==> config.mk <==
export PLATFORM = sky130hd
export DESIGN_NAME = nibble_wr_arbiter_flat
export DESIGN_NICKNAME = d
export VERILOG_FILES = /design/src/rtl/nibble_wr_arbiter_if.sv /design/src/rtl/nibble_wr_arbiter.sv /design/src/flat_wrapper.sv
export SDC_FILE = /design/constraint.sdc
export NUM_CORES = 1
export LEC_CHECK = 0
export CAP_MARGIN = 0
export CORE_UTILIZATION = 43
export DETAILED_ROUTE_END_ITERATION = 10
export MAX_ROUTING_LAYER = met4
export PLACE_DENSITY = 0.82
export SLEW_MARGIN = 0
export SYNTH_ARGS = -nofsm -noshare
export SYNTH_HDL_FRONTEND = slang
export SYNTH_SLANG_ARGS = --single-unit
==> constraint.sdc <==
create_clock -name clk -period 1.89 [get_ports clk]
set_input_delay 0.567 -clock clk [delete_from_list [all_inputs] [get_ports clk]]
set_output_delay 0.567 -clock clk [all_outputs]
set_load 0.03 [all_outputs]
==> src/rtl/nibble_wr_arbiter_if.sv <==
// Producer and FIFO write-side bundle for the nibble write arbiter.
// slave is the arbiter's view, master is the producer/FIFO environment.
interface nibble_wr_arbiter_if #(
    parameter int NREQ = 4,
    parameter int BW   = 8
);
    logic [NREQ-1:0]    req;
    logic [NREQ*BW-1:0] req_byte;
    logic [NREQ-1:0]    ack;
    logic [NREQ-1:0]    grant;
    logic               busy;
    logic               fifo_in_v;
    logic [BW/2-1:0]    fifo_data_in;
    logic               fifo_in_en;

    modport master (
        output req, req_byte, fifo_in_en,
        input  ack, grant, busy, fifo_in_v, fifo_data_in
    );

    modport slave (
        input  req, req_byte, fifo_in_en,
        output ack, grant, busy, fifo_in_v, fifo_data_in
    );
endinterface

==> src/rtl/nibble_wr_arbiter.sv <==
// Round-robin owner of a nibble FIFO write port: each granted byte goes
// out high nibble then low nibble, never interleaved with another owner.
module nibble_wr_arbiter #(
    parameter int NREQ = 4,
    parameter int BW   = 8
) (
    input logic                clk,
    input logic                rst,
    nibble_wr_arbiter_if.slave bus
);
    localparam int LW = (NREQ > 1) ? $clog2(NREQ) : 1;
    localparam int NW = BW / 2;

    localparam logic [1:0] IDLE = 2'd0;
    localparam logic [1:0] HI   = 2'd1;
    localparam logic [1:0] LO   = 2'd2;

    logic [1:0]      state;
    logic [BW-1:0]   byte_q;
    logic [LW-1:0]   last;
    logic [LW-1:0]   win;
    logic [NREQ-1:0] grant_q;
    logic [NREQ-1:0] ack_q;

    logic [NREQ-1:0] eff;
    logic [LW-1:0]   cand;
    logic [LW-1:0]   pick;
    logic            found;

    // The requester being acked this cycle sits out one arbitration
    always_comb begin
        eff   = bus.req & ~ack_q;
        found = 1'b0;
        pick  = '0;
        cand  = '0;
        for (int k = 1; k <= NREQ; k++) begin
            cand = LW'((int'(last) + k) % NREQ);
            if (!found && eff[cand]) begin
                found = 1'b1;
                pick  = cand;
            end
        end
    end

    always_ff @(posedge clk or negedge rst) begin
        if (!rst) begin
            state   <= IDLE;
            byte_q  <= '0;
            last    <= LW'(NREQ - 1);
            win     <= '0;
            grant_q <= '0;
            ack_q   <= '0;
        end else begin
            ack_q <= '0;
            unique case (state)
                IDLE: begin
                    if (found) begin
                        byte_q  <= bus.req_byte[pick*BW +: BW];
                        win     <= pick;
                        grant_q <= NREQ'(1) << pick;
                        state   <= HI;
                    end
                end
                HI: begin
                    if (bus.fifo_in_en)
                        state <= LO;
                end
                LO: begin
                    if (bus.fifo_in_en) begin
                        state   <= IDLE;
                        last    <= win;
                        ack_q   <= grant_q;
                        grant_q <= '0;
                    end
                end
                default: state <= IDLE;
            endcase
        end
    end

    assign bus.grant     = grant_q;
    assign bus.ack       = ack_q;
    assign bus.busy      = (state == HI) || (state == LO);
    assign bus.fifo_in_v = (state == HI) || (state == LO);

    always_comb begin
        bus.fifo_data_in = '0;
        unique case (1'b1)
            state == HI: bus.fifo_data_in = byte_q[BW-1:NW];
            state == LO: bus.fifo_data_in = byte_q[NW-1:0];
            default: ;
        endcase
    end
endmodule

==> src/flat_wrapper.sv <==
// flat-port wrapper written by rule: the top's interface ports become plain ports
module nibble_wr_arbiter_flat 
#(
    parameter int NREQ = 4,
    parameter int BW   = 8
)
  (clk, rst, bus_req, bus_req_byte, bus_fifo_in_en, bus_ack, bus_grant, bus_busy, bus_fifo_in_v, bus_fifo_data_in);
  nibble_wr_arbiter_if #(.NREQ(NREQ), .BW(BW)) bus_i ();
  input logic clk;
  input logic rst;
  input wire logic [$bits(bus_i.req)-1:0] bus_req;
  input wire logic [$bits(bus_i.req_byte)-1:0] bus_req_byte;
  input wire logic [$bits(bus_i.fifo_in_en)-1:0] bus_fifo_in_en;
  output wire logic [$bits(bus_i.ack)-1:0] bus_ack;
  output wire logic [$bits(bus_i.grant)-1:0] bus_grant;
  output wire logic [$bits(bus_i.busy)-1:0] bus_busy;
  output wire logic [$bits(bus_i.fifo_in_v)-1:0] bus_fifo_in_v;
  output wire logic [$bits(bus_i.fifo_data_in)-1:0] bus_fifo_data_in;
  assign bus_i.req = bus_req;
  assign bus_i.req_byte = bus_req_byte;
  assign bus_i.fifo_in_en = bus_fifo_in_en;
  assign bus_ack = bus_i.ack;
  assign bus_grant = bus_i.grant;
  assign bus_busy = bus_i.busy;
  assign bus_fifo_in_v = bus_i.fifo_in_v;
  assign bus_fifo_data_in = bus_i.fifo_data_in;
  nibble_wr_arbiter #(.NREQ(NREQ), .BW(BW)) u_core (.clk(clk), .rst(rst), .bus(bus_i));
endmodule
==> results of run 1 <==
## critical path: cells and delay by family (launching register included)
kind / cells / cell delay [ns]
and+or+nand+nor: 1 / 0.07
DFF: 1 / 0.42
AOI/OAI and AO/OA: 1 / 0.17
adders and majority gates: 1 / 0.18
buffers and inverters: 2 / 0.30
## layer usage
layer / track usage, % / up-vias / routed length [um]
li1: - / 603 / -
met1: 28.2 / 581 / 1510
met2: 47.2 / 63 / 1990
met3: 3.63 / 6 / 236
met4: 11.1 / 0 / 74
met5: - / - / 0
## area by class of cell
cell class,count,share of cell area [%]
clock buffer,4,1.67
tap,31,1.78
inverter,6,1.03
multi-input combinational,90,35.4
timing repair buffer,76,34.7
sequential,22,25.4
## Yosys cell counts (3+ instances only)
library cell,n,area share [%]
inv_1,6,1.7
mux2i_1,16,12
a32o_1,4,3.1
o221ai_1,8,5.4
nor2_1,3,0.86
o21ai_0,3,1.2
nor2b_1,4,1.9
a22oi_1,4,2.3
ha_1,5,4.8
and3_1,4,1.9
nand2_1,15,4.3
mux2_2,4,3.5
dfrtp_1,20,38
nand2b_1,3,1.4
## cells by family after synthesis
logic type | after synthesis | share of synthesized area [%]
AND/OR/NAND/NOR | 39 | 16.0
flip-flops | 22 | 42.4
multiplexers | 20 | 15.7
AO/OA/AOI/OAI | 26 | 15.6
adder cells (fa/ha/maj) | 5 | 4.80
buffers and inverters | 11 | 5.37
## power breakdown
group          switching [uW]  internal, uW
combinational            1040          1100
sequential                136           671
clock                     144           118
total                    1320          1880
## flip-flops by register name (all words and copies together) (netlist names)
signal / cells
u_core.state: 2
u_core.byte_q: 8
u_core.last: 2
u_core.bus.ack: 4
u_core.win: 2
u_core.bus.grant: 4
## timing repair
item	CTS	global route
endpoints found under the setup margin	29	14
cloned	2	1
buffers inserted	6	5
gates resized for setup	33	8
pin swaps	10	10
## worst min path at each step
stage	startpoint	end	slack (ns)	depth (start not counted)
detailed placement	u_core.byte_q[3]$_DFFE_PN0P_	u_core.byte_q[3]$_DFFE_PN0P_	0.48	2
CTS	u_core.win[0]$_DFFE_PN0P_	u_core.win[0]$_DFFE_PN0P_	0.51	2
global placement	u_core.win[1]$_DFFE_PN0P_	u_core.win[1]$_DFFE_PN0P_	0.46	2
floorplan	rst	u_core.bus.ack[0]$_DFF_PN0_	0.27	0
global route	u_core.byte_q[7]$_DFFE_PN0P_	u_core.byte_q[7]$_DFFE_PN0P_	0.55	2
finish	u_core.win[0]$_DFFE_PN0P_	u_core.win[0]$_DFFE_PN0P_	0.52	2
## through the flow
step / cells / setup TNS, ns / worst slack (ns)
2_1_floorplan: 123 / 0 / 0.00174
3_3_place_gp: 212 / -6.30 / -0.460
3_5_place_dp: 212 / -6.49 / -0.491
4_1_cts: 224 / -0.452 / -0.125
5_1_grt: 229 / -1.00 / -0.179
6_report: 229 / -0.431 / -0.123
==> results.sh, run 1 <==
export IMPL_fin_area_um2=2180
export IMPL_grt_pass1_wl_um=6190
export IMPL_synth_distinct_cells=32
export IMPL_die_w_um=57.1
export IMPL_drv_cap=0
export IMPL_ir_drop_mv=0.885
export IMPL_synthToLayoutAreaGrowth_pct=67.0
export IMPL_timing_final_hold_violations=0
export IMPL_slew_violations=0
export IMPL_io_pins=53
export IMPL_vias=1253
export IMPL_cts_htree_levels=1
export IMPL_drtAntennaViolNets=0
export IMPL_crit_path_end="bus_fifo_data_in[3]"
export IMPL_grt_overflow=0
export IMPL_multiInputGateArea_um2=771
export IMPL_final_common_cell="clkdlybuf4s50_1"
export IMPL_cts_root_buf="clkbuf_4"
export IMPL_drt_pass1_iterations=9
export IMPL_nets=243
export IMPL_crit_fanout=5
export IMPL_clkSinkCount=22
export IMPL_seqCellArea_um2=553
export IMPL_final_cell_mix="clkdlybuf4s50_1, dfrtp_1, buf_4"
export IMPL_whs_ns=0.522
export IMPL_syn_inst=123
export IMPL_power_uw=3210
export IMPL_rsz0062_at_grt="true"
export IMPL_fin_skew_ns=0.00440
export IMPL_cp_slowest_stage_delay_ns=0.42
export IMPL_worstSetupEndpointType="output pin"
export IMPL_die_y_um=57.1
export IMPL_synth_warnings=0
export IMPL_tritoncts="done"
export IMPL_crit_slowest_cell="dfrtp_1"
export IMPL_worstPathArrival_ns=1.45
export IMPL_setup_viol=4
export IMPL_fin_crit_ns=2.01
export IMPL_required_ns=1.32
export IMPL_io_buffers=52
export IMPL_clk_pin_slew_ns=0.12
export IMPL_rrSetupSlack_ns=0.01
export IMPL_antenna_found_initial=0
export IMPL_grt_max_degree=23
export IMPL_r2r_start="u_core.bus.ack[1]$_DFF_PN0_"
export IMPL_startpoint="u_core.state[0]$_DFFE_PN0P_"
export IMPL_drc=2
export IMPL_antennaDiodeCount=0
export IMPL_numCtsBuffers=3
export IMPL_slew_headroom_pct=78.7
export IMPL_rr_worst_depth=7
export IMPL_violations="design-rule violations, negative setup slack"
export IMPL_avgSynthCellArea_um2=10.6
export IMPL_min_path_type="flop to flop"
export IMPL_synth_edf_count=0
export IMPL_cp_start_kind="flop"
export IMPL_p_leak_uw=0.00102
export IMPL_drive_above_1_share_pct=29.3
export IMPL_rows=19
export IMPL_max_freq_mhz=497
export IMPL_wl_per_cell_um=16.7
export IMPL_core_um2=2810
export IMPL_crit_chain="buf_4, ha_4, a22oi_2, nor2b_2, buf_6"
export IMPL_gp_routability_congestion=0.837
export IMPL_dp_hpwl_um=2530
export IMPL_power_density_nw_per_um2=1470
export IMPL_fill_cells=186
export IMPL_syn_nets=167
export IMPL_drt_iter0_drc=48
export IMPL_outcome="complete, but fails checks"
export IMPL_routed_wl_um=3820
export IMPL_vias_per_cell=5.47
export IMPL_synthFlopType="dfrtp_1"
export IMPL_clk_latency_ns=0.31
export IMPL_regToRegEndpoint="u_core.byte_q[2]$_DFFE_PN0P_"
export IMPL_ctsHoldBuffers=0
export IMPL_grt_pass1_vias=1381
export IMPL_crit_type="flop to output pin"
export IMPL_fin_util_pct=77.6
export IMPL_synthArstFlopShare_pct=100
export IMPL_synthesis_area_um2=1300
export IMPL_cts_max_path_buffers=2
export IMPL_grtUsageTotal_pct=26.0
export IMPL_ys_ff_latch=22
export IMPL_finalWorstSetupSlack_ns=-0.123
export IMPL_ys_seq_area_share_pct=42.4
export IMPL_min_period_over_period_pct=107
export IMPL_initial_core_util_pct=46.5
export IMPL_die_area_um2=3260
export IMPL_worst_slew_pin_slew_ns=0.319
export IMPL_dpl_cell_area_um2=1910
No activity file was read; power rests on OpenSTA's default activity.
==> run 2, diff against run 1 <==
--- a/config.mk
+++ b/config.mk
@@ -8,6 +8,7 @@
 export CAP_MARGIN = 0
 export CORE_UTILIZATION = 43
 export DETAILED_ROUTE_END_ITERATION = 10
+export GPL_ROUTABILITY_DRIVEN = 0
 export MAX_ROUTING_LAYER = met4
 export PLACE_DENSITY = 0.82
 export SLEW_MARGIN = 0
==> constraint.sdc (replaced) <==
create_clock -name clk -period 1.89 [get_ports clk]
set_input_delay 0.378 -clock clk [delete_from_list [all_inputs] [get_ports clk]]
set_output_delay 0.378 -clock clk [all_outputs]
set_load 0.03 [all_outputs]
==> results.sh, run 2 (synthesis results as in run 1) <==
export IMPL_nets=237
export IMPL_dpl_cell_area_um2=1850
export IMPL_power_uw=3260
export IMPL_clk_pin_slew_ns=0.13
export IMPL_ir_drop_mv=0.861
export IMPL_crit_fanout=5
export IMPL_vias=1300
export IMPL_core_um2=2810
export IMPL_tritoncts="done"
export IMPL_final_common_cell="clkdlybuf4s50_1"
export IMPL_routed_wl_um=3970
export IMPL_grt_pass1_vias=1294
export IMPL_crit_chain="or3b_4, a21oi_2, nand3b_1, buf_6, buf_12, mux2i_1, o221ai_1"
export IMPL_drt_pass1_iterations=7
export IMPL_crit_type="flop to flop"
export IMPL_worstSetupEndpointType="flop"
export IMPL_max_freq_mhz=537
export IMPL_die_area_um2=3260
export IMPL_outcome="complete, but fails checks"
export IMPL_slew_headroom_pct=73.6
export IMPL_ctsHoldBuffers=0
export IMPL_vias_per_cell=5.83
export IMPL_worstPathArrival_ns=2.05
export IMPL_initial_core_util_pct=46.5
export IMPL_setup_viol=0
export IMPL_synthToLayoutAreaGrowth_pct=67.0
export IMPL_slew_violations=0
export IMPL_grt_pass1_wl_um=5880
export IMPL_drtAntennaViolNets=0
export IMPL_power_density_nw_per_um2=1500
export IMPL_fin_crit_ns=1.86
export IMPL_die_y_um=57.1
export IMPL_io_pins=53
export IMPL_fin_skew_ns=0.00287
export IMPL_min_period_over_period_pct=98.5
export IMPL_clk_latency_ns=0.32
export IMPL_antennaDiodeCount=0
export IMPL_wl_per_cell_um=17.8
export IMPL_antenna_found_initial=0
export IMPL_cp_start_kind="flop"
export IMPL_io_buffers=52
export IMPL_drt_iter0_drc=96
export IMPL_clkSinkCount=22
export IMPL_drv_cap=0
export IMPL_grtUsageTotal_pct=24.5
export IMPL_rsz0062_at_grt="true"
export IMPL_numCtsBuffers=3
export IMPL_rows=19
export IMPL_timing_final_hold_violations=0
export IMPL_regMostFlops="u_core.byte_q"
export IMPL_min_path_type="input pin to asynchronous set/reset pin"
export IMPL_die_w_um=57.1
export IMPL_whs_ns=0.398
export IMPL_cts_max_path_buffers=2
export IMPL_drive_above_1_share_pct=30.2
export IMPL_drc=5
export IMPL_crit_slowest_cell="dfstp_2"
export IMPL_required_ns=2.08
export IMPL_grt_max_degree=23
export IMPL_grt_overflow=0
export IMPL_dp_hpwl_um=2580
export IMPL_final_cell_mix="clkdlybuf4s50_1, dfrtp_1, nand2_1, buf_4, mux2i_1"
export IMPL_fin_area_um2=2180
export IMPL_largest_register_ffs=8
export IMPL_p_leak_uw=0.000971
export IMPL_worst_slew_pin_slew_ns=0.396
export IMPL_cp_slowest_stage_delay_ns=0.41
export IMPL_violations="design-rule violations"
export IMPL_cts_root_buf="clkbuf_4"
export IMPL_cts_htree_levels=1
[run 2: cell types whose count changed in the layout (fill, tap and decap cells not counted), moves of 2 or more]
cell             previous run  this run
o221ai_2                    0         2
mux2i_1                    13        11
dlygate4sd2_1              11         1
clkdlybuf4s50_1            34        44
buf_6                       7         5
buf_4                      19        15
o221ai_1                    8         6
[run 2: metrics by stage]
step           setup TNS, ns  utilization (%)  cells  setup slack (ns)
2_1_floorplan              0                -    123            0.0427
3_3_place_gp           -3.20             66.0    206            -0.273
3_5_place_dp           -4.33             66.0    206            -0.365
4_1_cts              -0.0434             71.6    216           -0.0281
5_1_grt               -0.128             77.6    223           -0.0600
6_report                   0             77.6    223            0.0279
[run 2: power by group]
| part | total [uW] | switching [uW] | internal, uW | leakage (uW) |
|---|---|---|---|---|
| Sequential | 817 | 146 | 671 | 0.000277 |
| Combinational | 2200 | 1070 | 1140 | 0.000679 |
| Clock | 235 | 152 | 82.7 | 0.0000150 |
[run 2: path summary, 6_finish.rpt]
check                                      startpoint                           end  slack (ns)  cells past startpoint
setup reg to reg           u_core.last[1]$_DFFE_PN1P_  u_core.byte_q[5]$_DFFE_PN0P_        0.03                      7
hold / removal                                    rst   u_core.state[0]$_DFFE_PN0P_        0.40                      2
max in group asynchronous                         rst    u_core.last[1]$_DFFE_PN1P_        1.21                      2
min in group clk            u_core.win[1]$_DFFE_PN0P_     u_core.win[1]$_DFFE_PN0P_        0.50                      2
hold reg to reg             u_core.win[1]$_DFFE_PN0P_     u_core.win[1]$_DFFE_PN0P_        0.50                      2
setup / recovery           u_core.last[1]$_DFFE_PN1P_  u_core.byte_q[5]$_DFFE_PN0P_        0.03                      7
[run 2: layout make-up]
type                       count  area (um^2)
sequential                    22          553
inverter                       6         22.5
clock buffer                   4         26.3
multi-input combinational     90          806
fill                         183          628
timing repair buffer          70          731
tap                           31         38.8
[run 2: critical path: cells and delay by family, from the launching register on]
family | cells | cell delay, ns
simple gates | 2 | 0.57
flops | 1 | 0.41
buf+inv | 2 | 0.27
compound gates | 2 | 0.26
mux | 1 | 0.21
[run 2: per-layer routing]
metal  routed length (um)  track usage [%]  vias up
met2                 2160             42.4       65
met3                  227             2.72       12
li1                     -                -      591
met5                    0                -        -
met1                 1500             29.7      632
met4                   85             8.36        0
[run 2: what timing repair did]
| action | in CTS | in global routing |
|---|---|---|
| setup endpoints to repair | 12 | 16 |
| pin swaps | 1 | 11 |
| hold endpoints to repair | 0 | 0 |
| gates resized for setup | 11 | 27 |
| cloned | 2 | 1 |
| setup buffers | 4 | 6 |
